### src/rtl/mem_arb_pkg.sv
// Shared types for the two-requester memory bus arbiter: requester IDs,
// arbitration modes and the default outstanding-transaction depth.
package mem_arb_pkg;

    typedef enum logic {REQ_VPROC = 1'b0, REQ_PROG = 1'b1} req_id_e;

    typedef enum logic [1:0] {ARB_RR, ARB_DEBUG, ARB_PROG} arb_mode_e;

    localparam int unsigned MAX_OUTST_DEF = 4;

    // Programming mode outranks debug mode; both outrank round-robin.
    function automatic arb_mode_e arb_mode(input logic prog, input logic dbg);
        if (prog) return ARB_PROG;
        if (dbg)  return ARB_DEBUG;
        return ARB_RR;
    endfunction

endpackage

### src/rtl/mem_bus_arbiter_id_fifo.sv
// FIFO of requester IDs for in-flight downstream transactions; the head entry
// names the requester that owns the next in-order response.
module id_fifo
    import mem_arb_pkg::*;
#(
    parameter int unsigned DEPTH = MAX_OUTST_DEF
) (
    input  logic    clk,
    input  logic    rst,
    input  logic    push,
    input  req_id_e push_id,
    input  logic    pop,
    output req_id_e pop_id,
    output logic    full,
    output logic    empty
);

    localparam int unsigned PTR_W = $clog2(DEPTH);
    localparam int unsigned CNT_W = PTR_W + 1;

    req_id_e           mem [DEPTH];
    logic [PTR_W-1:0]  wr_ptr;
    logic [PTR_W-1:0]  rd_ptr;
    logic [CNT_W-1:0]  count;
    logic              do_push;
    logic              do_pop;

    assign full    = (count == CNT_W'(DEPTH));
    assign empty   = (count == '0);
    assign do_push = push & ~full;
    assign do_pop  = pop & ~empty;
    assign pop_id  = mem[rd_ptr];

    // Pointers wrap naturally because DEPTH is a power of two.
    always_ff @(posedge clk or negedge rst) begin
        if (!rst) begin
            wr_ptr <= '0;
            rd_ptr <= '0;
            count  <= '0;
        end else begin
            if (do_push) wr_ptr <= wr_ptr + PTR_W'(1);
            if (do_pop)  rd_ptr <= rd_ptr + PTR_W'(1);
            case ({do_push, do_pop})
                2'b10:   count <= count + CNT_W'(1);
                2'b01:   count <= count - CNT_W'(1);
                default: count <= count;
            endcase
        end
    end

    always_ff @(posedge clk) begin
        if (do_push) mem[wr_ptr] <= push_id;
    end

endmodule

### src/rtl/mem_bus_arbiter.sv
// Two-requester memory bus arbiter: picks one request per cycle for the single
// downstream port and routes in-order responses back by a registered ID FIFO.
module mem_bus_arbiter
    import mem_arb_pkg::*;
#(
    parameter int unsigned ADDR_W    = 32,
    parameter int unsigned DATA_W    = 32,
    parameter int unsigned MAX_OUTST = MAX_OUTST_DEF
) (
    input  logic                clk,
    input  logic                rst,
    input  logic                set_programming_mode,
    input  logic                set_debug_mode,
    input  logic                m0_req_i,
    output logic                m0_gnt_o,
    input  logic [ADDR_W-1:0]   m0_addr_i,
    input  logic                m0_we_i,
    input  logic [DATA_W/8-1:0] m0_be_i,
    input  logic [DATA_W-1:0]   m0_wdata_i,
    output logic                m0_rvalid_o,
    output logic                m0_err_o,
    output logic [DATA_W-1:0]   m0_rdata_o,
    input  logic                m1_req_i,
    output logic                m1_gnt_o,
    input  logic [ADDR_W-1:0]   m1_addr_i,
    input  logic                m1_we_i,
    input  logic [DATA_W/8-1:0] m1_be_i,
    input  logic [DATA_W-1:0]   m1_wdata_i,
    output logic                m1_rvalid_o,
    output logic                m1_err_o,
    output logic [DATA_W-1:0]   m1_rdata_o,
    output logic                s_req_o,
    output logic [ADDR_W-1:0]   s_addr_o,
    output logic                s_we_o,
    output logic [DATA_W/8-1:0] s_be_o,
    output logic [DATA_W-1:0]   s_wdata_o,
    input  logic                s_gnt_i,
    input  logic                s_rvalid_i,
    input  logic                s_err_i,
    input  logic [DATA_W-1:0]   s_rdata_i,
    output logic                proto_err_o
);

    arb_mode_e mode;
    req_id_e   winner;
    req_id_e   rr_last;
    req_id_e   head_id;
    logic      win_req;
    logic      full;
    logic      empty;
    logic      handshake;
    logic      pop;

    assign mode = arb_mode(set_programming_mode, set_debug_mode);

    always_comb begin
        winner  = REQ_VPROC;
        win_req = 1'b0;
        case (mode)
            ARB_PROG: begin
                winner  = REQ_PROG;
                win_req = m1_req_i;
            end
            ARB_DEBUG: begin
                winner  = m1_req_i ? REQ_PROG : REQ_VPROC;
                win_req = m0_req_i | m1_req_i;
            end
            default: begin
                if (m0_req_i && m1_req_i)
                    winner = (rr_last == REQ_PROG) ? REQ_VPROC : REQ_PROG;
                else
                    winner = m1_req_i ? REQ_PROG : REQ_VPROC;
                win_req = m0_req_i | m1_req_i;
            end
        endcase
    end

    // full is registered, so a same-cycle pop never opens the grant path.
    assign s_req_o   = win_req & ~full;
    assign s_addr_o  = (winner == REQ_PROG) ? m1_addr_i  : m0_addr_i;
    assign s_we_o    = (winner == REQ_PROG) ? m1_we_i    : m0_we_i;
    assign s_be_o    = (winner == REQ_PROG) ? m1_be_i    : m0_be_i;
    assign s_wdata_o = (winner == REQ_PROG) ? m1_wdata_i : m0_wdata_i;

    assign handshake = s_req_o & s_gnt_i;
    assign m0_gnt_o  = handshake & (winner == REQ_VPROC);
    assign m1_gnt_o  = handshake & (winner == REQ_PROG);

    always_ff @(posedge clk or negedge rst) begin
        if (!rst) begin
            rr_last     <= REQ_PROG;
            proto_err_o <= 1'b0;
        end else begin
            if (handshake && mode == ARB_RR) rr_last <= winner;
            if (s_rvalid_i && empty)         proto_err_o <= 1'b1;
        end
    end

    id_fifo #(
        .DEPTH (MAX_OUTST)
    ) u_id_fifo (
        .clk     (clk),
        .rst     (rst),
        .push    (handshake),
        .push_id (winner),
        .pop     (pop),
        .pop_id  (head_id),
        .full    (full),
        .empty   (empty)
    );

    assign pop         = s_rvalid_i & ~empty;
    assign m0_rvalid_o = pop & (head_id == REQ_VPROC);
    assign m1_rvalid_o = pop & (head_id == REQ_PROG);
    assign m0_err_o    = m0_rvalid_o & s_err_i;
    assign m1_err_o    = m1_rvalid_o & s_err_i;
    assign m0_rdata_o  = m0_rvalid_o ? s_rdata_i : '0;
    assign m1_rdata_o  = m1_rvalid_o ? s_rdata_i : '0;

endmodule

### config.mk
export PLATFORM = sky130hd
export DESIGN_NAME = mem_bus_arbiter
export DESIGN_NICKNAME = d
export VERILOG_FILES = /design/src/rtl/mem_arb_pkg.sv /design/src/rtl/mem_bus_arbiter_id_fifo.sv /design/src/rtl/mem_bus_arbiter.sv
export SDC_FILE = /design/constraint.sdc
export NUM_CORES = 1
export LEC_CHECK = 0
export BUFFER_PORTS_ARGS = -buffer_cell sky130_fd_sc_hd__buf_2
export CAP_MARGIN = 10
export CORE_AREA = 2 2 126 128
export DETAILED_ROUTE_END_ITERATION = 10
export DIE_AREA = 0 0 128 130
export SETUP_SLACK_MARGIN = 0.05
export SLEW_MARGIN = 15
export SYNTH_ARGS = -nofsm -noshare
export SYNTH_HDL_FRONTEND = slang
export SYNTH_SLANG_ARGS = --single-unit
### constraint.sdc
create_clock -name clk -period 2.11 [get_ports clk]
set_clock_uncertainty 0.15 [all_clocks]
set_input_delay 0.3165 -clock clk [delete_from_list [all_inputs] [get_ports clk]]
set_output_delay 0.3165 -clock clk [all_outputs]
set_load 0.01 [all_outputs]
=== Word level (Yosys, flattened, before mapping) ===
Memories as Yosys holds them, arrays and structs flattened.
Index checks and enable logic that the tools add are counted.

* Add/subtract/negate cells: 4
* Eq/ne operators: 5
* Mux-type cells: 21
* Bitwise operators: 16
* Reduce and logical (&&, ||, !) cells: 6

{| class="wikitable"
|+ Operators by type and width
! operator !! number
|-
| two-way mux 32 bit || 4
|-
| AND 1 bit || 11
|-
| two-way mux 1 bit || 10
|-
| two-way mux 2 bit || 4
|-
| case mux 3 bit (2 select lines) || 1
|-
| adder 2 x 1 -> 2 bit, second input constant || 2
|-
| == test 2 x 1 -> 1 bit, second input constant || 2
|-
| == test 2 bit, second input constant || 2
|-
| two-way mux 4 bit || 1
|-
| inverter 1 bit || 4
|-
| adder 3 x 1 -> 3 bit, second input constant || 1
|-
| == test 3 bit, second input constant || 1
|-
| logical AND 1 bit || 3
|-
| logical NOT 3 bit || 1
|-
| subtractor 3 x 1 -> 3 bit, second input constant || 1
|-
| logical NOT 2 bit || 1
|-
| case mux 1 bit (2 select lines) || 1
|-
| nonzero test 2 bit || 1
|-
| bitwise OR 1 bit || 1
|}

* Register bits: 9
* Memory bits (writable): 4
* Bits of input ports: 179
* Output and inout port bits: 141
* Word-level logic and storage cells: 58
* Memories kept: 1

{| class="wikitable"
|+ Memory list
! name !! depth !! width !! rd ports !! clocked after memory_dff !! wr ports !! RTL line !! source
|-
| u_id_fifo.mem || 4 || 1 || 1 || 0 || 1 || mem_bus_arbiter_id_fifo.sv:21 || <nowiki>req_id_e mem [DEPTH];</nowiki>
|}

=== Longest topological paths before layout ===
* Word-level depth: 11
* Depth in mapped cells: 9
* Depth with buffers taken out: 8

=== By module ===
Synthesis repeated with hierarchy kept, for this count alone.

* Cell total of the unflattened synthesis: 210
* Area total of the unflattened synthesis: 2047.0 um2

{| class="wikitable"
|+ By module, submodules not included
! module !! instances !! cells an instance !! area each (um2) !! seq. area each (um2)
|-
| mem_bus_arbiter || 1 || 168 || 1463.9 || 51.3
|-
| id_fifo || 1 || 42 || 583.1 || 295.3
|}

=== Least setup slack after synthesis ===
OpenSTA, ideal clock, no wires.

* Kind: register to register
* From: register u_id_fifo.count[0]
* To: register u_id_fifo.count[2]
* Setup time: 79 ps
* Arrival time: 1950 ps
* Required time: 1881 ps
* Slack: -70 ps
* Cell stages (with the launch flop): 9
* Buffers on the path: 0
* Cells stage by stage: dfrtp_1 > or3b_1 > o211ai_2 > ha_1 > inv_1 > fa_1 > xor2_1 > nor2_1 > xor2_1

* Word-level cells in the longest chain between the ends: 7
* Elaborated cells on any way between the ends: 15

{| class="wikitable"
|+ Ends and longest elaborated chain
! element !! RTL line !! source
|-
| start: declaration || mem_bus_arbiter_id_fifo.sv:24 || <nowiki>logic [CNT_W-1:0] count;</nowiki>
|-
| start signal: assignment || mem_bus_arbiter_id_fifo.sv:44 || <nowiki>2'b10: count <= count + CNT_W'(1);</nowiki>
|-
| start signal: assignment || mem_bus_arbiter_id_fifo.sv:45 || <nowiki>2'b01: count <= count - CNT_W'(1);</nowiki>
|-
| start signal: assignment || mem_bus_arbiter_id_fifo.sv:46 || <nowiki>default: count <= count;</nowiki>
|-
| == test 3 bit || mem_bus_arbiter_id_fifo.sv:28 || <nowiki>assign full = (count == CNT_W'(DEPTH));</nowiki>
|-
| inverter 1 bit || mem_bus_arbiter_id_fifo.sv:30, mem_bus_arbiter.sv:79 ||
|-
| AND 1 bit || mem_bus_arbiter.sv:79 || <nowiki>assign s_req_o = win_req & ~full;</nowiki>
|-
| AND 1 bit || mem_bus_arbiter.sv:85 || <nowiki>assign handshake = s_req_o & s_gnt_i;</nowiki>
|-
| AND 1 bit || mem_bus_arbiter_id_fifo.sv:30 || <nowiki>assign do_push = push & ~full;</nowiki>
|-
| == test 2 x 1 -> 1 bit or == test 2 bit (tied branches) || mem_bus_arbiter_id_fifo.sv:43 || <nowiki>case ({do_push, do_pop})</nowiki>
|-
| case mux 3 bit (2 select lines) or nonzero test 2 bit (tied branches) || n/a ||
|}

Parallel ways exist; a longest one is shown, timed or not.
A chain may end at the register's enable or synchronous reset.

=== Worst setup path after layout ===
* From: memory u_id_fifo.mem[3] in the netlist's numbering
* To: output m1_rdata_o[14]

* Word-level cells in the longest chain between the ends: 3

{| class="wikitable"
|+ Ends and longest elaborated chain
! element !! RTL line !! source
|-
| start: declaration || mem_bus_arbiter_id_fifo.sv:21 ||
|-
| memory read (4 x 1 bit) || n/a ||
|-
| AND 1 bit || mem_bus_arbiter.sv:114 || <nowiki>assign m1_rvalid_o = pop & (head_id == REQ_PROG);</nowiki>
|-
| two-way mux 32 bit || mem_bus_arbiter.sv:118 || <nowiki>assign m1_rdata_o = m1_rvalid_o ? s_rdata_i : '0;</nowiki>
|-
| end: declaration || mem_bus_arbiter.sv:31 || <nowiki>output logic [DATA_W-1:0] m1_rdata_o,</nowiki>
|}

No other way between the ends.

==> run metrics <==
Lkg Pwr=between 2 and 3 nW; Final Cycle Share=114%; vias post-DR=3383; largest net degree at the start of global routing=between 70 and 80; post-layout min period=2.40 ns; largest area contributor in the netlist=mux2_2; Chip Height=about 130 um; worst slew pin tran=approximately 0.31 ns; post-layout instance area=5560 sq um; total global routing track utilization=14.0%; CP peak stage delay=roughly 0.61 ns; Num CTS Buffers=3; Seq pwr share=around 9%; sequential cell area=between 300 and 400 sq um; Switch Pwr=2.02 mW; DR DRC count=0; DRT antenna net count=0; vias in the first global route=3097; CP max FO=8; total congestion overflow=0; Syn Area/Cell=8.53 sq um; Initial Util=13.6%; CP Capture Type=primary output; Clk pwr share=7.4%; Area Growth Syn to Fin=165%; RSZ-0062 raised after global routing=yes; r2r startpoint=u_id_fifo.count[0]; Comb power frac=between 80% and 90%; crit path from=u_id_fifo.mem[3]; placed cells=754; Seq/Total Area, Yosys=between 10% and 20%; Multi-input gate area=2060 sq um; initial antenna violation count=3; Final Max Slew Viols=0; TritonCTS clock tree=built; Pwr per Cell Area=886 nW/um^2; 1st-iter DRT viols=96; routed len/inst=17.8 um; IO Pins=320; IO Port Bufs=319; Sink Count=13; H-tree level count=1; worst rel slew slack=79.0%; drt total wl=approximately 14000 um; Syn. warnings=0; Syn Nets=431; clock slew at reported path FFs=0.05 ns; CP cell instances=mux4_2, bufbuf_16, and3_1, buf_2; vias per cell=4.28; post-synth cell types=30; Hold WC Path Type=in -> reg; setup TNS=-31.80 ns; commonest non-fill, non-tap cell in the layout=buf_2; fin worst setup slack=-0.290 ns; crit path max-delay cell type=mux4_2; FILL cells=1544; Peak Freq=approximately 420 MHz; Synth area leaders=mux2_2 (35%), and3_1 (11%), dfrtp_1 (9.5%); WP data arrival=1.93 ns; synthesized flop and latch total=13; crit path kind=reg -> out; internal cell power=2.91 mW; status=finished, violations left; Die ar.=16600 sq um; Synth top area share=34.9%; element type at the critical path start=register; layout cells sized above 1=84.8%; final non-filler cell total=790; critical path required time=1.64 ns; highest-count cells in the layout ignoring fill and taps=buf_2 (237), buf_6 (90), mux2_2 (40); maxcap violations=0; DIE WIDTH=between 100 and 150 um; root buffer cell=clkbuf_16; layout net count=783; endpoints failing setup=138; Synth Instances=around 250; Worst-Skew Late Latency=0.25 ns; RePlAce Congestion=about 0.85; worst hold margin=approximately 0.15 ns; Final HPWL DP=around 9200 um; first-pass GRT wire length=17500 um; Cell Area, Synth=2100 sq um; CTS max path bufs=2; Finished Core Util=36.1%; failing checks=negative setup slack; switching portion of total power=about 40%; First-pass DRT Iterations=4; hold_sp=s_rvalid_i; Max rail drop VDD=0.411 mV; Fin. Hold Viols=0; row cnt=46; core area=15400 sq um; Area after DPL=4000 sq um
-- worst max-delay path: cells and delay by family (launching register included) --
family        cells  cell delay (ns)
buf+inv           2             0.47
flops             1             0.42
mux               1             0.61
simple gates      1             0.19
-- sequential cells by signal, summed over array words and instances, names as in the netlist --
name,flops
proto_err_o,1
rr_last,1
u_id_fifo.count,3
u_id_fifo.rd_ptr,2
u_id_fifo.mem,4
u_id_fifo.wr_ptr,2
-- kinds of logic (layout without fill, tap and decap cells) --
logic type	count (synthesis)	after routing	share of synthesized area, %
other cells	0	1	0
flops	13	13	16.5
fa+ha+maj	6	6	3.94
mux	73	74	39.7
compound gates	6	6	2.92
buf+inv	28	378	8.82
simple gates	114	114	25.6
xor+xnor	6	6	2.50
-- per-stage QoR --
| stage | setup slack, ns | total power [mW] |
|---|---|---|
| 2_1_floorplan | -0.0243 | 1.66 |
| 3_3_place_gp | -0.0153 | 2.42 |
| 3_5_place_dp | -0.0596 | 2.45 |
| 4_1_cts | -0.288 | 4.26 |
| 5_1_grt | -0.336 | 5.17 |
| 6_report | -0.290 | 4.93 |
-- metal layers --
layer,global-route usage (%),vias to the layer above,share of wire (%)
met4,2.91,0,2.7
met2,29.1,224,54
met1,13.8,1581,35
li1,-,1558,-
met3,3.44,20,8.4
met5,0,-,0
-- Yosys cell counts, drive strengths merged --
| master | n |
|---|---|
| mux4 | 1 |
| clkbuf | 9 |
| dfstp | 1 |
| nor3 | 1 |
| o21a | 1 |
| a21oi | 1 |
| buf | 13 |
| or3b | 1 |
| xor2 | 3 |
| a21o | 1 |
| and3 | 37 |
| nor2b | 2 |
| fa | 1 |
| mux2i | 1 |
| nand3b | 1 |
| xnor2 | 3 |
| and2 | 1 |
| ha | 5 |
| dfrtp | 8 |
| inv | 6 |
| o211ai | 1 |
| o31a | 1 |
| o2111ai | 1 |
| nand2 | 34 |
| mux2 | 71 |
| edfxtp | 4 |
| nor2 | 37 |
-- power groups by stage --
stage               Sequential, mW  Combinational [mW]  Clock, mW
floorplan                    0.449                1.22          0
global placement             0.439                1.98          0
detailed placement           0.444                2.01          0
CTS                          0.463                3.43      0.372
global route                 0.470                4.32      0.377
finish                       0.456                4.11      0.364
-- layout make-up --
type / count / share of cell area, %
antenna: 1 / 0.0450
clock buffer: 4 / 1.42
inverter: 6 / 0.405
multi-input combinational: 206 / 37.1
sequential: 13 / 6.25
tap: 192 / 4.32
timing repair buffer: 368 / 50.5
-- timing repair --
item	4_1_cts	5_1_grt
hold endpoints to repair	8	0
pin swaps	35	27
gates cloned	10	5
gates resized for setup	119	108
setup endpoints to repair	139	139
buffers inserted	9	11
hold buffers	1	0
-- worst paths after layout --
kind / to / slack, ns / cells past startpoint
max in group asynchronous: rr_last / 1.25 / 2
worst max register to register: u_id_fifo.count[2] / 0.04 / 8
worst max-delay path: m1_rdata_o[14] / -0.29 / 4
worst min register to register: proto_err_o / 0.30 / 1
min in group asynchronous: u_id_fifo.count[1] / 0.31 / 2
worst min-delay path: proto_err_o / 0.15 / 2
Power figures use the tool's default switching activity.
